### src/rtl/cmp_pkg.sv
// rtl/cmp_pkg.sv - shared types and helpers for the sequential magnitude comparator
//
// Purpose: scan FSM state encoding, the one-hot result bundle and the digit
// count helper used to size the scan index and digits_used counter.
// Ports: none (package).

package cmp_pkg;

    typedef enum logic [1:0] {
        IDLE = 2'd0,
        SCAN = 2'd1,
        DONE = 2'd2
    } cmp_state_t;

    typedef struct packed {
        logic lt;
        logic eq;
        logic gt;
    } cmp_result_t;

    function automatic int digit_count(input int width, input int digit);
        return width / digit;
    endfunction

endpackage

### src/rtl/digit_compare.sv
// rtl/digit_compare.sv - combinational unsigned compare of one DIGIT-bit digit
//
// Purpose: decides the ordering of a single digit pair; the caller applies any
// sign handling before presenting the digits.
// Ports:
//   x, y    in  [DIGIT]  digits to compare
//   lt      out  x < y
//   eq      out  x == y
//   gt      out  x > y

module digit_compare #(
    parameter int DIGIT = 4
) (
    input  logic [DIGIT-1:0] x,
    input  logic [DIGIT-1:0] y,
    output logic             lt,
    output logic             eq,
    output logic             gt
);

    assign lt = (x < y);
    assign eq = (x == y);
    assign gt = (x > y);

endmodule

### src/rtl/seq_magnitude_comparator.sv
// rtl/seq_magnitude_comparator.sv - multi-cycle MSB-first digit-serial magnitude comparator
//
// Purpose: captures two WIDTH-bit operands on start and compares them one
// DIGIT-bit digit per clock from the top, stopping at the first differing
// digit. Equal operands fall through to the captured cascade inputs.
// Ports:
//   clk, rst_n                  clock, asynchronous active-low reset
//   start                       request, accepted whenever not scanning
//   a, b          [WIDTH]       operands, captured on accepted start
//   signed_mode                 1 = two's-complement compare
//   cin_lt/eq/gt                cascade inputs from a lower-order comparator
//   busy                        scan in progress
//   done                        one-cycle pulse, result valid
//   lt, eq, gt                  result, held until the next done
//   digits_used   [clog2(N+1)]  digits examined for the last result

module seq_magnitude_comparator
    import cmp_pkg::*;
#(
    parameter int WIDTH = 16,
    parameter int DIGIT = 4
) (
    input  logic                              clk,
    input  logic                              rst_n,
    input  logic                              start,
    input  logic [WIDTH-1:0]                  a,
    input  logic [WIDTH-1:0]                  b,
    input  logic                              signed_mode,
    input  logic                              cin_lt,
    input  logic                              cin_eq,
    input  logic                              cin_gt,
    output logic                              busy,
    output logic                              done,
    output logic                              lt,
    output logic                              eq,
    output logic                              gt,
    output logic [$clog2(WIDTH/DIGIT+1)-1:0]  digits_used
);

    localparam int N    = digit_count(WIDTH, DIGIT);
    localparam int IDXW = (N > 1) ? $clog2(N) : 1;
    localparam int DUW  = $clog2(N + 1);

    if ((WIDTH % DIGIT) != 0 || WIDTH < DIGIT) begin : g_bad_width
        $error("seq_magnitude_comparator: WIDTH must be a non-zero multiple of DIGIT");
    end

    cmp_state_t        state_q, state_d;
    logic [IDXW-1:0]   idx_q, idx_d;
    logic [WIDTH-1:0]  a_q, b_q;
    logic              sm_q;
    cmp_result_t       cin_q;
    cmp_result_t       res_q, res_d;
    logic [DUW-1:0]    used_q, used_d;

    logic              accept;
    logic [DIGIT-1:0]  dig_x, dig_y;
    logic              d_lt, d_eq, d_gt;

    assign accept = start && (state_q != SCAN);

    // Flipping the sign bit of the top digit maps two's-complement order onto
    // unsigned order; lower digits are plain unsigned in either mode.
    always_comb begin
        dig_x = a_q[idx_q*DIGIT +: DIGIT];
        dig_y = b_q[idx_q*DIGIT +: DIGIT];
        if (sm_q && (idx_q == IDXW'(N - 1))) begin
            dig_x[DIGIT-1] = ~dig_x[DIGIT-1];
            dig_y[DIGIT-1] = ~dig_y[DIGIT-1];
        end
    end

    digit_compare #(.DIGIT(DIGIT)) u_digit_compare (
        .x  (dig_x),
        .y  (dig_y),
        .lt (d_lt),
        .eq (d_eq),
        .gt (d_gt)
    );

    always_comb begin
        state_d = state_q;
        idx_d   = idx_q;
        res_d   = res_q;
        used_d  = used_q;
        case (state_q)
            IDLE, DONE: begin
                if (accept) begin
                    state_d = SCAN;
                    idx_d   = IDXW'(N - 1);
                end else begin
                    state_d = IDLE;
                end
            end
            SCAN: begin
                if (!d_eq) begin
                    res_d   = '{lt: d_lt, eq: 1'b0, gt: d_gt};
                    used_d  = DUW'(N) - DUW'(idx_q);
                    state_d = DONE;
                end else if (idx_q != '0) begin
                    idx_d = idx_q - 1'b1;
                end else begin
                    res_d   = cin_q;
                    used_d  = DUW'(N);
                    state_d = DONE;
                end
            end
            default: state_d = IDLE;
        endcase
    end

    always_ff @(posedge clk or negedge rst_n) begin
        if (!rst_n) begin
            state_q <= IDLE;
            idx_q   <= '0;
            res_q   <= '0;
            used_q  <= '0;
        end else begin
            state_q <= state_d;
            idx_q   <= idx_d;
            res_q   <= res_d;
            used_q  <= used_d;
        end
    end

    // Operand capture happens only on an accepted start, so the inputs are
    // free to change for the remainder of the scan.
    always_ff @(posedge clk or negedge rst_n) begin
        if (!rst_n) begin
            a_q   <= '0;
            b_q   <= '0;
            sm_q  <= 1'b0;
            cin_q <= '0;
        end else if (accept) begin
            a_q   <= a;
            b_q   <= b;
            sm_q  <= signed_mode;
            cin_q <= '{lt: cin_lt, eq: cin_eq, gt: cin_gt};
        end
    end

    assign busy        = (state_q == SCAN);
    assign done        = (state_q == DONE);
    assign lt          = res_q.lt;
    assign eq          = res_q.eq;
    assign gt          = res_q.gt;
    assign digits_used = used_q;

endmodule

### config.mk
export PLATFORM = sky130hd
export DESIGN_NAME = seq_magnitude_comparator
export DESIGN_NICKNAME = d
export VERILOG_FILES = /design/src/rtl/cmp_pkg.sv /design/src/rtl/digit_compare.sv /design/src/rtl/seq_magnitude_comparator.sv
export SDC_FILE = /design/constraint.sdc
export NUM_CORES = 1
export LEC_CHECK = 0
export BUFFER_PORTS_ARGS = -buffer_cell sky130_fd_sc_hd__buf_4
export CORE_ASPECT_RATIO = 0.8
export CORE_MARGIN = 2
export CORE_UTILIZATION = 52
export DETAILED_ROUTE_END_ITERATION = 7
export PLACE_DENSITY = 0.77
export SLEW_MARGIN = 20
export SYNTH_ARGS = -nofsm -noshare
export SYNTH_HDL_FRONTEND = slang
export SYNTH_SLANG_ARGS = --single-unit
### constraint.sdc
create_clock -name clk -period 3.9 [get_ports clk]
set_clock_uncertainty 0.2 [all_clocks]
set_input_delay 0.39 -clock clk [delete_from_list [all_inputs] [get_ports clk]]
set_output_delay 0.39 -clock clk [all_outputs]
set_load 0.02 [all_outputs]
=== Yosys cells after proc, flatten, opt, wreduce, memory -nomap -nowiden ===
Index checks and enable logic that the tools add are counted.

* Bits in registers: 46
* Output and inout port bits: 8
* Word-level logic and storage cells: 52
* Input port bits: 39

* Shift operators: 2
* Mux-type cells: 14
* $lt $le $gt $ge: 2
* Eq/ne operators: 10
* Bitwise operators: 2
* Add/subtract/negate cells: 2
* Reduce and logical (&&, ||, !) cells: 8

{| class="wikitable"
|+ Operators by type and width
! operator !! count
|-
| $shiftx A16 B5 Y4 || 2
|-
| $mux W3 || 4
|-
| $mux W2 || 5
|-
| $pmux W2 S2 || 2
|-
| $ne A2 B1 Y1 const B || 3
|-
| $eq A2 B2 Y1 const B || 2
|-
| $eq A4 B4 Y1 || 1
|-
| $gt A4 B4 Y1 || 1
|-
| $lt A4 B4 Y1 || 1
|-
| $ne A2 B2 Y1 const B || 2
|-
| $reduce_and A4 Y1 || 1
|-
| $reduce_bool A2 Y1 || 2
|-
| $mux W1 || 3
|-
| $ne A3 B3 Y1 const B || 1
|-
| $sub A3 B2 Y3 const A || 1
|-
| $eq A2 B1 Y1 const B || 1
|-
| $logic_and A1 B1 Y1 || 2
|-
| $logic_not A2 Y1 || 1
|-
| $not A1 Y1 || 2
|-
| $reduce_and A2 Y1 || 1
|-
| $reduce_or A2 Y1 || 1
|-
| $sub A2 B1 Y2 const B || 1
|}

=== Longest topological paths before layout ===
Gate-level depths: netlist of the first run.

* Depth after elaboration: 6
* Depth in mapped cells: 9
* Gate-level depth less buffers: 9

=== Cells and area by module ===
Synthesis of the first run repeated with hierarchy kept, for this count alone.

* Cell total of the unflattened synthesis: 147
* Area, all modules: 2304.7 um^2

{| class="wikitable"
|+ By module, submodules not included
! module !! seq. area each (um^2) !! area an instance (um^2) !! times used !! cells each
|-
| seq_magnitude_comparator || 1151.1 || 2175.8 || 1 || 131
|-
| digit_compare || 0.0 || 128.9 || 1 || 16
|}

=== Least setup slack after synthesis of the first run ===
OpenSTA, ideal clock, no wires.

* Kind: reg2reg
* From: register idx_q[0]
* To: register res_q, in the netlist lt
* Setup slack: 1398 ps
* Data required time: 3574 ps
* Stages on the path, launching flop included: 8
* Arrival time: 2176 ps
* Setup time: 126 ps
* Buffers on the path: 1
* Clock period less this slack: 2502 ps
* Cell sequence: dfrtp_1 -> buf_4 -> mux4_2 -> ha_1 -> nand4_4 -> and2_4 -> and3_4 -> a221o_1

* Longest elaborated chain between the ends: 6
* Elaborated cells between the ends (all ways): 14
* Classes of those cells: order compare (1); eq/ne (3); shift (2); mux (3); bitwise (2); reduce/logical (3)

{| class="wikitable"
|+ Ends and longest elaborated chain
! what !! RTL line !! text
|-
| from (decl) || seq_magnitude_comparator.sv:49 || <nowiki>logic [IDXW-1:0] idx_q, idx_d;</nowiki>
|-
| from (signal assigned) || seq_magnitude_comparator.sv:120 || <nowiki>idx_q <= idx_d;</nowiki>
|-
| $shiftx A16 B5 Y4 (tied with other cells) || seq_magnitude_comparator.sv:65 || <nowiki>dig_x = a_q[idx_q*DIGIT +: DIGIT];</nowiki>
|-
| $not A1 Y1 (tied with other cells) || seq_magnitude_comparator.sv:68 || <nowiki>dig_x[DIGIT-1] = ~dig_x[DIGIT-1];</nowiki>
|-
| $mux W1 || seq_magnitude_comparator.sv:67 || <nowiki>if (sm_q && (idx_q == IDXW'(N - 1))) begin</nowiki>
|-
| $eq A4 B4 Y1 || digit_compare.sv:22 || <nowiki>assign eq = (x == y);</nowiki>
|-
| $ne A2 B2 Y1 (no source line) || n/a ||
|-
| $reduce_and A2 Y1 (no source line) || n/a ||
|-
| to (signal assigned) || seq_magnitude_comparator.sv:121 || <nowiki>res_q <= res_d;</nowiki>
|-
| to (decl) || seq_magnitude_comparator.sv:53 || <nowiki>cmp_result_t res_q, res_d;</nowiki>
|}

Several ways; a longest one is shown, not always the timed one.
A chain may end at the register's enable or synchronous reset.

=== Final worst setup path of the first run ===
Ends and elaborated chain as after synthesis.

==> results of run 1 <==
## per-stage QoR
step	util, %	cells	hold slack [ns]
after floorplan	-	138	-0.106
after global placement	64.5	234	0.208
after detailed placement	64.5	234	0.223
after CTS	66.9	241	0.117
after global routing	66.9	241	0.117
final	66.9	241	0.125
## cell usage in the layout (no fill, tap or decap), drive strengths merged
master | synthesis | layout
xnor2 | 1 | 1
o32ai | 1 | 1
dfrtp | 46 | 46
dlygate4sd3 | 0 | 1
nand4 | 1 | 1
nor2 | 2 | 2
o21ai | 2 | 2
or2 | 1 | 1
inv | 8 | 8
buf | 5 | 46
clkbuf | 0 | 6
nand2 | 3 | 3
ha | 6 | 6
a21oi | 3 | 3
a22o | 3 | 3
nor3 | 3 | 3
xor2 | 1 | 1
nand2b | 1 | 1
and3 | 1 | 1
mux4 | 8 | 8
a221o | 1 | 1
mux2 | 36 | 36
o211ai | 1 | 1
and2 | 1 | 1
nor2b | 3 | 3
## area by class of cell
class / instances / area [um^2]
fill: 285 / 1270
sequential: 46 / 1150
multi-input combinational: 79 / 873
timing repair buffer: 47 / 355
clock buffer: 6 / 82.6
tap: 55 / 68.8
inverter: 8 / 30.0
## registers in the layout, indices dropped and copies added (netlist names)
name	flops
a_q	16
b_q	16
cin_q	3
digits_used	3
eq	1
gt	1
idx_q	2
lt	1
sm_q	1
state_q	2
## power by group
group	internal [mW]	total (mW)	switching (mW)
Clock	0.137	0.279	0.142
Combinational	0.433	0.762	0.329
Sequential	0.644	0.761	0.117
Total	1.21	1.80	0.588
## per-layer routing
layer  share of wire (%)  wire length (um)  vias up
met5                   0                 0        -
met4                 1.3                46        0
met3                 5.4               199        5
met2                  51              1880       41
met1                  42              1530      636
li1                    -                 -      592
## worst paths after layout
kind	depth (start not counted)	end	slack (ns)	startpoint
min in group asynchronous	2	a_q[0]	0.46	rst_n
setup reg to reg	7	lt	0.92	idx_q[0]
hold / removal	2	a_q[1]	0.13	a[1]
max in group asynchronous	2	state_q[1]	2.66	rst_n
setup / recovery	7	lt	0.92	idx_q[0]
hold reg to reg	1	eq	0.30	cin_q[1]
## logic make-up after synthesis
family | Yosys count | synth area share, %
AND/OR/NAND/NOR | 16 | 5.33
XOR/XNOR | 2 | 0.838
AO/OA/AOI/OAI | 11 | 4.01
buffers and inverters | 13 | 3.11
multiplexers | 44 | 28.0
flip-flops | 46 | 55.1
adder cells (fa/ha/maj) | 6 | 3.59
## worst register-to-register path, stage by stage (launching register included)
cell	delay [ns]
dfrtp_1	0.76
mux4_2	0.60
xor2_1	0.15
ha_1	0.35
nand4_4	0.14
and2_4	0.20
and3_4	0.18
a221o_1	0.27
==> summary.md, run 1 <==
| Metric | Value |
|---|---|
| Slew at the pin with the worst max-slew slack | 0.775 ns |
| Initial antenna violation count | 0 |
| Pins Over Slew Limit | 0 |
| Number of global-route vias before repair | 1388 |
| Met1 Resource Use GR | 23.6% |
| RSZ-0062 raised after global routing | no |
| Yosys Warn Count | 0 |
| Share of cells above drive strength 1 | 56.5% |
| Peak supply drop | 0.315 mV |
| Clk_lat worst skew | 0.29 ns |
| CP peak stage delay | 0.76 ns |
| Tmin final | 2.98 ns |
| Mapped Nets | 183 |
| Port buffer count | 46 |
| First-pass GRT wire length | 6150 um |
| Core area | 3830 um^2 |
| Pwr/cell area | 703 nW/um^2 |
| Met3 Use GR | 4.82% |
| Htree depth | 2 |
| Post-detail-place hpwl | 2730 um |
| Final Wtd Congestion | 0.833 |
| Dpl cell area | 2470 um^2 |
| Synth area leader | dfrtp_1 |
| List of most frequent post-synthesis cells | dfrtp_1 (46), mux2_2 (36), inv_1 (8), mux4_2 (8), ha_1 (6) |
| Post-CTS Resized | 0 |
| Synth Cell Area | 2090 um^2 |
| GRT met2 Usage | 31.3% |
| Critical path class | register to register |
| Post-synth top area share | 55.1% |
| Setup ws final | 0.925 ns |
| CTS tree | done |
| Worst-path cell chain | mux4_2 -> xor2_1 -> ha_1 -> nand4_4 -> and2_4 -> and3_4 -> a221o_1 |
| Largest net degree at the start of global routing | 47 |
| Drt first pass iters | 4 |
| Post-synthesis average cell area | 15.1 um^2 |
| Final Instance Area | 2560 um^2 |
| Fin. Hold Viols | 0 |
| Max frequency | 336 MHz |
| Crit path DAT | 2.95 ns |
| Remaining routing DRC violations | 0 |
| Die X | 74.9 um |
| Setup bufs post-CTS | 0 |
| P&R area growth vs syn | 22.6% |
| FP Rows | 20 |
| Max Cap Violations | 0 |
| Sequential area share after synthesis | 55.1% |
| Worst hold path class | primary input to register |
| Crit-path slowest cell | dfrtp_1 |
| Main synth FF type | dfrtp_1 |
| Critical path buffer and inverter count | 0 |
| # diodes | 0 |
| Outcome | completed |
| Vias per Instance | 5.29 |
| Vias post-DR | 1274 |
| NumNets Final | 232 |
| Synthesis-stage register bit count | 46 |
| GRT busiest layer | met2 |
| Post-cts hold buffer count | 1 |
| CTS root buf | clkbuf_8 |
| Final period util | 76.3% |
| Unique masters post-synth | 27 |
| TritonCTS buffer count | 5 |
| Cell leakage power | 1.19 nW |
| WL final | 3660 um |
| Post-synth EDFFs | 0 |
| Asr flop ratio synth | 100% |
| Critical Path Start Type | register |
| # IOs | 47 |
| Max clock buf depth | 2 |
| Dpl ws | 0.905 ns |
| Clock Pin Slew Worst Setup and Hold Paths | 0.08 ns |
| Most frequent cell after synthesis | dfrtp_1 |
| Clock sink count | 46 |
| Initial DRC count | 75 |
| GRT Resource Usage Total | 18.9% |
| Top cell family by delay on the critical path | flip-flops |
| Die Height | 60.7 um |
| Starting density of the core | 54.6% |
| Die footprint | 4540 um^2 |
| Worst-path fanout max | 13 |
| CP required | 3.87 ns |
| Grt total ovfl | 0 |
| Crit end category | register |
| Pwr Total | 1.80 mW |
| Max_slew headroom | 48.1% |
| Gate Count Post-Synth | 138 |
| Routed len/inst | 15.2 um |
| # setup viols final | 0 |
| Final ANT Viol Nets | 0 |
| Synth area leaders | dfrtp_1 (55%), mux2_2 (19%), mux4_2 (8.6%) |
| Setup TNS | 0 ns |
No activity file was read; power rests on OpenSTA's default activity.
==> run 2, diff against run 1 <==
CORE_UTILIZATION = 48   (was 52)
PLACE_DENSITY = 0.75   (was 0.77)
clock period = 2.6 ns   (was 3.9 ns; I/O delays follow)
==> run 2 against run 1 <==
Effect of this change:
- total power rose by 69%
- hold slack worse by 0.12 ns
- die area rose by 7.8%
- maximum frequency grew 17%
- via count is 14% higher
- count of clock-buffer cells in the layout fell by 1
- sequential power up 48%
- cell count rose by 18%
- register-to-register slack worse by 0.86 ns
- sequential share of layout area down 6.4 points
- sequential cell count unchanged
- largest power group unchanged
==> summary.md, run 2 (synthesis results as in run 1) <==
| Metric | Value |
|---|---|
| GRT met2 Usage | 35.3% |
| Largest registers | a_q x16, b_q x16 |
| CTS tree | done |
| Max clock buf depth | 2 |
| Pwr/cell area | 1020 nW/um^2 |
| Pwr Total | 3.04 mW |
| WL final | 4480 um |
| Post-detail-place hpwl | 3060 um |
| Clock sink count | 46 |
| Max_slew headroom | 62.5% |
| Met3 Use GR | 4.34% |
| Max frequency | 395 MHz |
| Crit end category | register |
| FP Rows | 21 |
| Clk_lat worst skew | 0.29 ns |
| Die footprint | 4900 um^2 |
| Vias post-DR | 1456 |
| Final ANT Viol Nets | 0 |
| Peak supply drop | 0.558 mV |
| Final Wtd Congestion | 0.877 |
| Worst-path fanout max | 4 |
| Die X | 77.8 um |
| Initial antenna violation count | 0 |
| CP required | 2.58 ns |
| # IOs | 47 |
| TritonCTS buffer count | 5 |
| Grt total ovfl | 0 |
| Tmin final | 2.53 ns |
| P&R area growth vs syn | 43.1% |
| # diodes | 0 |
| Share of cells above drive strength 1 | 52.2% |
| Worst hold path class | primary input to register |
| First-pass GRT wire length | 7290 um |
| Pins Over Slew Limit | 0 |
| Max Cap Violations | 0 |
| Final period util | 97.4% |
| Critical Path Start Type | register |
| Outcome | completed |
| GRT Resource Usage Total | 19.5% |
| Starting density of the core | 50.0% |
| # setup viols final | 0 |
| Slew at the pin with the worst max-slew slack | 0.562 ns |
| Commonest non-fill, non-tap cell in the layout | buf_4 |
| Critical path class | register to register |
| Fin. Hold Viols | 0 |
| Clock Pin Slew Worst Setup and Hold Paths | 0.08 ns |
| Cell leakage power | 1.38 nW |
| RSZ-0062 raised after global routing | no |
| Core area | 4180 um^2 |
| Routed len/inst | 15.7 um |
| Met1 Resource Use GR | 22.4% |
| GRT busiest layer | met2 |
| Port buffer count | 46 |
| Die Height | 63.0 um |
| Vias per Instance | 5.11 |
| Commonest non-fill, non-tap cells in the layout | buf_4 (53), dfrtp_1 (45), mux2_2 (36) |
| Initial DRC count | 68 |
| NumNets Final | 273 |
| Remaining routing DRC violations | 0 |
| Crit path DAT | 2.52 ns |
| CTS root buf | clkbuf_8 |
| Non-Filler Instances | 285 |
| Number of global-route vias before repair | 1630 |
| Largest net degree at the start of global routing | 47 |
| Htree depth | 2 |
| Dpl cells | 242 |
| Drt first pass iters | 4 |
## run 2: worst max-delay path, stage by stage, from the launching register on
cell     delay (ns)
dfrtp_2        0.44
mux4_2         0.53
xor2_1         0.16
ha_1           0.34
nand4_4        0.11
and2_4         0.20
and3_4         0.18
a221o_1        0.26
## run 2: routing by layer
layer / vias up / wire length (um)
met3: 13 / 163
met2: 45 / 2420
met1: 719 / 1800
li1: 679 / -
met4: 0 / 99
met5: - / 0
## run 2: power breakdown
group          switching (mW)  internal, mW
clock                   0.221         0.180
sequential              0.160         0.970
combinational           0.629         0.884
## run 2: worst paths after layout
check                          from  endpoint  slack (ns)  cells past startpoint
max                        idx_q[0]        lt        0.07                      7
min                            a[6]    a_q[6]       0.001                      2
max reg2reg                idx_q[0]        lt        0.07                      7
min reg2reg                  b_q[9]    b_q[9]        0.31                      1
max in group asynchronous     rst_n  idx_q[0]        1.50                      2
min in group asynchronous     rst_n    b_q[8]        0.30                      2
## run 2: repair_timing
action / CTS / global route
hold endpoints to repair: 76 / 1
setup buffers: 0 / 4
endpoints found under the setup margin: 2 / 2
pin swaps: 0 / 4
resized for setup: 1 / 4
hold buffers: 31 / 1
## run 2: stage by stage
stage	worst slack (ns)	TNS (ns)	instance area [um^2]	hold WS [ns]	util, %
floorplan	0.0977	0	2090	-0.236	-
finish	0.0668	0	2990	0.00101	71.6
CTS	0.00310	0	2930	0.000998	70.2
global route	0.00200	0	2990	0.00251	71.6
global placement	0.0743	0	2540	0.0808	60.8
detailed placement	-0.0287	-0.0287	2540	0.0961	60.8
## run 2: final cells by class
cell class              count  area, um^2
clock buffers               5        68.8
clock inverters             2        10.0
fillers                   280        1190
inverters                   8        30.0
multi-input cells          79         888
flip-flops and latches     46        1150
well taps                  57        71.3
repair buffers             88         769
